`src/rtl/div_iter_pkg.sv`:
```
// rtl/div_iter_pkg.sv - shared state encodings and result field offsets for the iterative divider
package div_iter_pkg;

    typedef enum logic [1:0] {
        DIV_STATE_FREE    = 2'b00,
        DIV_STATE_DIVZERO = 2'b01,
        DIV_STATE_ON      = 2'b10,
        DIV_STATE_END     = 2'b11
    } div_state_e;

    // result is {hi = remainder, lo = quotient}
    localparam int DIV_LO_LSB = 0;

    function automatic int div_hi_lsb(input int width);
        return width;
    endfunction

endpackage

```
`src/rtl/div_step.sv`:
```
// rtl/div_step.sv - combinational slice of STEP chained restoring subtract-shift iterations
module div_step
    import div_iter_pkg::*;
#(
    parameter int WIDTH = 32,
    parameter int STEP  = 1
) (
    input  logic [WIDTH-1:0] rem_i,
    input  logic [STEP-1:0]  dividend_bits_i,
    input  logic [WIDTH-1:0] divisor_i,
    output logic [WIDTH-1:0] rem_o,
    output logic [STEP-1:0]  quot_o
);

    // Dividend bits are consumed MSB first; stage g produces quotient bit STEP-1-g.
    for (genvar g = 0; g < STEP; g++) begin : g_stage
        logic [WIDTH-1:0] rem_in;
        logic [WIDTH:0]   shifted;
        logic [WIDTH:0]   diff;
        logic [WIDTH-1:0] rem_out;

        if (g == 0) begin : g_first
            assign rem_in = rem_i;
        end else begin : g_chain
            assign rem_in = g_stage[g-1].rem_out;
        end

        assign shifted           = {rem_in, dividend_bits_i[STEP-1-g]};
        assign diff              = shifted - {1'b0, divisor_i};
        assign quot_o[STEP-1-g]  = ~diff[WIDTH];
        assign rem_out           = diff[WIDTH] ? shifted[WIDTH-1:0] : diff[WIDTH-1:0];
    end

    assign rem_o = g_stage[STEP-1].rem_out;

endmodule

```
`src/rtl/div_iter.sv`:
```
// rtl/div_iter.sv - multi-cycle signed/unsigned iterative divider with annul and divide-by-zero fast path
module div_iter
    import div_iter_pkg::*;
#(
    parameter int WIDTH = 32,
    parameter int STEP  = 1
) (
    input  logic               clk,
    input  logic               rst,
    input  logic               start_i,
    input  logic               annul_i,
    input  logic               signed_div_i,
    input  logic [WIDTH-1:0]   opdata1_i,
    input  logic [WIDTH-1:0]   opdata2_i,
    output logic [2*WIDTH-1:0] result_o,
    output logic               ready_o,
    output logic               busy_o
);

    localparam int CNT_W  = $clog2(WIDTH + 1);
    localparam int HI_LSB = div_hi_lsb(WIDTH);

    div_state_e         state_q, state_d;
    logic [CNT_W-1:0]   cnt_q, cnt_d;
    logic [WIDTH-1:0]   dq_q, dq_d;
    logic [WIDTH-1:0]   rem_q, rem_d;
    logic [WIDTH-1:0]   divisor_q, divisor_d;
    logic               neg_quot_q, neg_quot_d;
    logic               neg_rem_q, neg_rem_d;
    logic [2*WIDTH-1:0] result_q, result_d;

    logic [WIDTH-1:0]      step_rem;
    logic [STEP-1:0]       step_quot;
    logic [WIDTH+STEP-1:0] dq_shift;
    logic [WIDTH-1:0]      dq_next;
    logic [CNT_W-1:0]      cnt_next;
    logic [WIDTH-1:0]      a_mag;
    logic [WIDTH-1:0]      b_mag;

    // dq_q holds the remaining dividend bits at the top and collects quotient bits at the bottom.
    div_step #(
        .WIDTH (WIDTH),
        .STEP  (STEP)
    ) u_div_step (
        .rem_i           (rem_q),
        .dividend_bits_i (dq_q[WIDTH-1 -: STEP]),
        .divisor_i       (divisor_q),
        .rem_o           (step_rem),
        .quot_o          (step_quot)
    );

    assign dq_shift = {dq_q, step_quot};
    assign dq_next  = dq_shift[WIDTH-1:0];
    assign cnt_next = cnt_q + CNT_W'(STEP);
    assign a_mag    = (signed_div_i && opdata1_i[WIDTH-1]) ? -opdata1_i : opdata1_i;
    assign b_mag    = (signed_div_i && opdata2_i[WIDTH-1]) ? -opdata2_i : opdata2_i;

    always_comb begin
        state_d    = state_q;
        cnt_d      = cnt_q;
        dq_d       = dq_q;
        rem_d      = rem_q;
        divisor_d  = divisor_q;
        neg_quot_d = neg_quot_q;
        neg_rem_d  = neg_rem_q;
        result_d   = result_q;

        unique case (state_q)
            DIV_STATE_FREE: begin
                result_d = '0;
                if (start_i && !annul_i) begin
                    dq_d       = a_mag;
                    divisor_d  = b_mag;
                    rem_d      = '0;
                    cnt_d      = '0;
                    neg_quot_d = signed_div_i && (opdata1_i[WIDTH-1] ^ opdata2_i[WIDTH-1]);
                    neg_rem_d  = signed_div_i && opdata1_i[WIDTH-1];
                    state_d    = (opdata2_i == '0) ? DIV_STATE_DIVZERO : DIV_STATE_ON;
                end
            end
            DIV_STATE_DIVZERO: begin
                result_d = '0;
                state_d  = annul_i ? DIV_STATE_FREE : DIV_STATE_END;
            end
            DIV_STATE_ON: begin
                if (annul_i) begin
                    result_d = '0;
                    cnt_d    = '0;
                    state_d  = DIV_STATE_FREE;
                end else begin
                    dq_d  = dq_next;
                    rem_d = step_rem;
                    cnt_d = cnt_next;
                    if (cnt_next == CNT_W'(WIDTH)) begin
                        result_d[DIV_LO_LSB +: WIDTH] = neg_quot_q ? -dq_next : dq_next;
                        result_d[HI_LSB +: WIDTH]     = neg_rem_q ? -step_rem : step_rem;
                        state_d                       = DIV_STATE_END;
                    end
                end
            end
            DIV_STATE_END: begin
                if (annul_i || !start_i) begin
                    result_d = '0;
                    state_d  = DIV_STATE_FREE;
                end
            end
            default: begin
                result_d = '0;
                state_d  = DIV_STATE_FREE;
            end
        endcase
    end

    always_ff @(posedge clk) begin
        if (rst) begin
            state_q    <= DIV_STATE_FREE;
            cnt_q      <= '0;
            dq_q       <= '0;
            rem_q      <= '0;
            divisor_q  <= '0;
            neg_quot_q <= 1'b0;
            neg_rem_q  <= 1'b0;
            result_q   <= '0;
        end else begin
            state_q    <= state_d;
            cnt_q      <= cnt_d;
            dq_q       <= dq_d;
            rem_q      <= rem_d;
            divisor_q  <= divisor_d;
            neg_quot_q <= neg_quot_d;
            neg_rem_q  <= neg_rem_d;
            result_q   <= result_d;
        end
    end

    assign result_o = result_q;
    assign ready_o  = (state_q == DIV_STATE_END);
    assign busy_o   = (state_q == DIV_STATE_ON) || (state_q == DIV_STATE_DIVZERO);

endmodule

```
`config.mk`:
```
export PLATFORM = sky130hd
export DESIGN_NAME = div_iter
export DESIGN_NICKNAME = d
export VERILOG_FILES = /design/src/rtl/div_iter_pkg.sv /design/src/rtl/div_step.sv /design/src/rtl/div_iter.sv
export SDC_FILE = /design/constraint.sdc
export NUM_CORES = 1
export LEC_CHECK = 0
export ABC_AREA = 1
export CAP_MARGIN = 20
export CORE_MARGIN = 2
export CORE_UTILIZATION = 53
export CTS_BUF_LIST = sky130_fd_sc_hd__clkbuf_16
export DETAILED_ROUTE_END_ITERATION = 6
export GPL_TIMING_DRIVEN = 0
export PLACE_DENSITY = 0.86
export SLEW_MARGIN = 20
export SYNTH_ARGS = -nofsm -noshare
export SYNTH_HDL_FRONTEND = slang
export SYNTH_SLANG_ARGS = --single-unit
```
`constraint.sdc`:
```
create_clock -name clk -period 3.5 [get_ports clk]
set_input_delay 0.7 -clock clk [delete_from_list [all_inputs] [get_ports clk]]
set_output_delay 0.7 -clock clk [all_outputs]
set_load 0.03 [all_outputs]
```
# Word-level counts from Yosys, hierarchy flattened
# Cells that the tools add are included.
# totals
ff_bits	170
word_cells	66
in_bits	69
output_inout_bits	66
# op_classes
eq_ne	8
n_reduce_logical	17
muxes	25
bitwise	2
addsub	6
# op_table
op	n
2-to-1 mux 32 bit	9
2-to-1 mux 64 bit	3
one-hot mux 64 bit (3 select lines)	1
negator 32 bit	4
one-hot mux 32 bit (2 select lines)	2
subtractor 33 x 32 -> 33 bit	1
logical NOT 32 bit	1
2-to-1 mux 2 bit	6
2-to-1 mux 6 bit	2
one-hot mux 6 bit (2 select lines)	1
one-hot mux 2 bit (4 select lines)	1
adder 6 x 1 -> 6 bit, second input constant	1
== test 6 bit, second input constant	1
AND reduction 2 bit	3
AND reduction 3 bit	2
== test 2 bit, second input constant	2
logical AND 1 bit	4
inequality test 2 bit, second input constant	2
inequality test 3 bit, second input constant	1
== test 2 x 1 -> 1 bit, second input constant	1
logical NOT 1 bit	2
logical NOT 2 bit	1
logical OR 1 bit	2
inequality test 2 x 1 -> 1 bit, second input constant	1
other kinds (4)	4

# Depth between registers and ports, before layout
# logic_depth
depth_word	7
mapped_depth	29
ltp_nobuf	28

# By module
# From an unflattened synthesis, not the netlist that was laid out.
# hier_totals
cells_unflattened	2380
area_unflattened_um2	13490.4
# modules_own_cells
mod	instances	cells_each	seq_area_each_um2	area_per_inst_um2
div_iter	1	1700	3403.3	10339.9
div_step	1	680	0.0	3150.5

# Least setup slack after synthesis
# OpenSTA, ideal clock, no wires.
# synth_path
path_type	register to register
startpoint	register dq_q[31]
endpoint	register result_q[30] (netlist: result_o[30])
path_stages_with_launch	29
slack_ns	-0.218
arrival_time_ns	3.648
synth_period_minus_slack_ns	3.718
path_buffers	1
setup_ns	0.070
path_cell_list	dfxtp_1 inv_1 ha_1 fa_1 inv_1 nand2_1 nand2_1 nand3_1 nand2_2 nand2_1 nand2_2 nand2_4 nand2_4 nand2_4 nand2_8 buf_4 ha_1 nand3_1 nor3_1 nand3_1 nor3_1 nand2_1 nor4_1 nand3_1 nor2_1 a21oi_1 o21ai_0 nand3_1 a21oi_1
# synth_via
elab_chain_len	7
# synth_lines
element	line_no	source
start, declared	div_iter.sv:25	logic [WIDTH-1:0] dq_q, dq_d;
start signal, assigned	div_iter.sv:127	dq_q <= dq_d;
subtractor 33 x 32 -> 33 bit	div_step.sv:29	assign diff = shifted - {1'b0, divisor_i};
inverter 1 bit	div_step.sv:30	assign quot_o[STEP-1-g] = ~diff[WIDTH];
negator 32 bit	div_iter.sv:95	result_d[DIV_LO_LSB +: WIDTH] = neg_quot_q ? -dq_next : dq_next;
2-to-1 mux 32 bit	div_iter.sv:95	
2-to-1 mux 64 bit	div_iter.sv:94	if (cnt_next == CNT_W'(WIDTH)) begin
2-to-1 mux 64 bit	div_iter.sv:86	if (annul_i) begin
one-hot mux 64 bit (3 select lines)	div_iter.sv:68	unique case (state_q)
end signal, assigned	div_iter.sv:132	result_q <= result_d;
end, declared	div_iter.sv:30	logic [2*WIDTH-1:0] result_q, result_d;
# Every way passes these cells. The select of a mux whose other input is x is not followed.
# A chain may end at the register's enable or synchronous reset.

# Worst setup path after layout
# layout_path
startpoint	register dq_q[31]
endpoint	register result_q[22] (netlist: result_o[22])
# The elaborated chain is that of the path after synthesis.

==> flow_metrics.py <==
metrics = {
    "cts": {
        "clk_pin_slew_worst_paths_ns": 0.07,
        "clock_latency_ns": 0.44,
        "h-tree-depth": 4,
        "ctsLongestPathBuffers": 2,
        "cts_tree": "built",
        "root_buffer": "clkbuf_16",
        "clock-sinks": 170,
        "numCtsBuffers": 17,
        "cts_hold_buf": 0,
    },
    "status": {
        "violations": "DRC, setup timing",
        "outcome": "finished with violations",
    },
    "route": {
        "dr.first_iter.drc_count": 1646,
        "met1_length_um": 18000,
        "wl_per_cell_um": 17.4,
        "via_count": 14800,
        "postRouteAntennaNets": 0,
        "wl_met2_um": 21300,
        "drc_errors": 6,
        "dr_wl_met3_um": 3800,
        "drt-total-wl_um": 45200,
        "top_layer_used": "met4",
        "vias_per_cell": 5.69,
        "dr.pass1.iters": 7,
    },
    "floorplan": {
        "die_y_um": 159,
        "die-area_um2": 25100,
        "start_util": 0.539,
        "core_um2": 23500,
        "pin_count": 135,
        "rows": 56,
        "die_x_um": 159,
    },
    "timing": {
        "grt_setup_unrepaired": "true",
        "final.min_clock_period_ns": 3.71,
        "slew_headroom": 0.379,
        "finalMaxSlewViolations": 0,
        "hold_viol": 0,
        "setup_ws_ns": -0.210,
        "worst_slew_pin_slew_ns": 0.929,
        "setup_viol": 6,
        "hold_ws_ns": 0.469,
        "period_share": 1.06,
        "fmaxAchievable_mhz": 270,
        "tns_ns": -1.02,
        "fin_skew_ns": 0.0116,
    },
    "global_routing": {
        "grt.total_usage": 0.347,
        "grt_pass1_wl_um": 68000,
        "grt_pass1_vias": 13300,
        "gr-total-overflow": 0,
        "grt_max_degree": 17,
        "antenna_found_initial": 0,
    },
    "final_layout": {
        "fill_cells": 2114,
        "final_cells": 2600,
        "area_growth_pct": 24.7,
        "layout-drive-gt1-share": 0.101,
        "fin_area_um2": 15800,
        "diodes": 0,
        "fin_nets": 2379,
    },
    "critical_path": {
        "max_stage_delay_ns": 0.36,
        "reg2regPathDepth": 27,
        "critPathCapture": "result_o[22]$_SDFFE_PP0P_",
        "r2r-end": "result_o[22]$_SDFFE_PP0P_",
        "worstPathArrival_ns": 4.08,
        "cp-start-kind": "flip-flop",
        "crit_top_cell": "nand2_2",
        "end_kind": "flip-flop",
        "path_delay_family": "simple AND/OR/NAND/NOR gates",
        "startpoint": "dq_q[31]$_SDFFE_PP0P_",
        "crit_buf_inv": 3,
        "cp_data_required_time_ns": 3.87,
        "crit_cells": 27,
        "crit_type": "reg2reg",
        "path_max_fanout": 4,
        "critical_path.slowest_cell": "fa_2",
        "ff2ff_setup_slack_ns": -0.21,
        "r2r-start": "dq_q[31]$_SDFFE_PP0P_",
    },
    "logic_synthesis": {
        "synth_top_family_by_area": "simple AND/OR/NAND/NOR gates",
        "synth-adder-area-share": 0.0421,
        "ys_seq_area_frac": 0.269,
        "synthTopCellsByArea": "dfxtp_1 27%, nand2_1 18%, a21oi_1 8.9%",
        "syn-instance-count": 2083,
        "synth_top_area_frac": 0.269,
        "synth_top_cells_by_count": "616 x nand2_1, 260 x inv_1, 224 x a21oi_1",
        "ys_ff_latch": 170,
        "avgSynthCellArea_um2": 6.07,
        "synth_edf_count": 0,
        "synth_compound_area_frac": 0.178,
        "synthArstFlopShare": 0,
        "yosysTopAreaCell": "dfxtp_1",
        "synthFlopType": "dfxtp_1",
        "yosys_warnings": 0,
        "synth_nets": 2194,
        "synth-xor-area-share": 0.0395,
        "synth_most_common_cell": "nand2_1",
        "yosys.area_share.simple": 0.364,
        "synth_mux_area_frac": 0,
        "synth.distinct_cells": 50,
        "mappedNetlistArea_um2": 12700,
    },
    "pwr": {
        "ir_drop_uv": 568,
        "p_per_area_nw_per_um2": 698,
        "p_leak_nw": 7.23,
    },
    "min_path": {
        "hold_class": "reg2reg",
    },
    "run": {
        "maxCapViolCount": 0,
    },
    "placement": {
        "gp_congestion": 0.984,
        "dp_hpwl_um": 34600,
        "dp_slack_ns": -0.700,
        "numPortBuffers": 134,
        "place_inst": 2536,
        "placed_area_um2": 14400,
    },
}
==> what timing repair did <==
action / CTS / global route
setup endpoints to repair: 37 / 110
setup buffers: 15 / 18
pin swaps: 13 / 19
gates resized for setup: 25 / 76
gates cloned: 0 / 1
==> tightest hold or removal path: stages, from the launching register on <==
cell,delay [ns]
dfxtp_1,0.31
nand2_1,0.06
a21oi_1,0.06
==> cell usage in the layout, fill, tap and decap left out, types with 5 or more instances in the layout <==
cell	netlist	final
nand2_1	616	606
inv_1	260	259
a21oi_1	224	216
dfxtp_1	170	167
nor2_1	161	153
nand3_1	155	149
clkdlybuf4s50_1	0	134
o21ai_0	103	93
clkbuf_1	58	58
xor2_1	36	36
nand2_2	28	34
buf_4	2	33
nor3_1	32	27
o211ai_1	27	27
xnor2_1	21	21
ha_4	0	21
nand4_1	18	18
clkbuf_16	0	17
ha_1	41	15
o21ai_1	7	12
nor2_2	7	11
nor4_1	12	11
a21oi_2	4	10
nand2_4	7	10
o221ai_1	10	10
inv_2	6	9
nor2_4	3	8
nand3_2	3	7
o21ai_2	3	7
or2_2	7	7
buf_6	6	6
nand3b_1	6	6
a21oi_4	3	5
nor3_2	3	5
buf_2	5	5
a211oi_1	5	5
ha_2	0	5
==> worst min path at each step <==
stage                              start                   endpoint  slack (ns)  cells past startpoint
2_1_floorplan      rem_q[1]$_SDFFE_PP0P_      rem_q[1]$_SDFFE_PP0P_        0.46                      2
3_3_place_gp   result_o[57]$_SDFFE_PP0P_  result_o[57]$_SDFFE_PP0P_        0.45                      2
3_5_place_dp   result_o[12]$_SDFFE_PP0P_  result_o[12]$_SDFFE_PP0P_        0.46                      2
4_1_cts        result_o[39]$_SDFFE_PP0P_  result_o[39]$_SDFFE_PP0P_        0.47                      2
5_1_grt        result_o[59]$_SDFFE_PP0P_  result_o[59]$_SDFFE_PP0P_        0.48                      2
6_report       result_o[12]$_SDFFE_PP0P_  result_o[12]$_SDFFE_PP0P_        0.47                      2
==> where the power goes <==
part	total [mW]	switching, mW	leakage, nW	internal, mW
clock	1.95	0.879	0.298	1.07
sequential	2.47	0.280	1.38	2.19
combinational	6.60	4.34	5.55	2.26
total	11.0	5.50	7.23	5.52
==> per-layer routing <==
layer  vias up  global-route usage
met3       152              0.0468
met2       819               0.578
met1      6693               0.439
met5         -                   0
met4         0               0.179
li1       7140                   -
==> state kept, by name, summed over array words and instances (netlist names) <==
| signal | cells |
|---|---|
| rem_q | 32 |
| cnt_q | 6 |
| divisor_q | 32 |
| dq_q | 32 |
| neg_rem_q | 1 |
| neg_quot_q | 1 |
| result_o | 64 |
| state_q | 2 |
==> metrics by stage <==
stage | total power [mW] | util
finish | 11.0 | 0.672
CTS | 10.3 | 0.648
global placement | 7.97 | 0.614
floorplan | 6.52 | -
global route | 11.7 | 0.672
detailed placement | 8.06 | 0.614
==> cell type report <==
class / count / area, um2 / area share
sequential: 170 / 3410 / 0.216
clock inverter: 15 / 163 / 0.0103
clock buffer: 17 / 425 / 0.0270
buffer: 74 / 344 / 0.0218
timing repair buffer: 166 / 1580 / 0.100
multi-input combinational: 1570 / 8450 / 0.535
inverter: 269 / 1010 / 0.0641
tap: 319 / 399 / 0.0253
==> cell families after synthesis <==
logic type,Yosys count
buf+inv,344
xor+xnor,57
fa+ha+maj,42
flops,170
compound gates,405
simple gates,1065
Note: power is estimated with default switching activity, not from simulation.
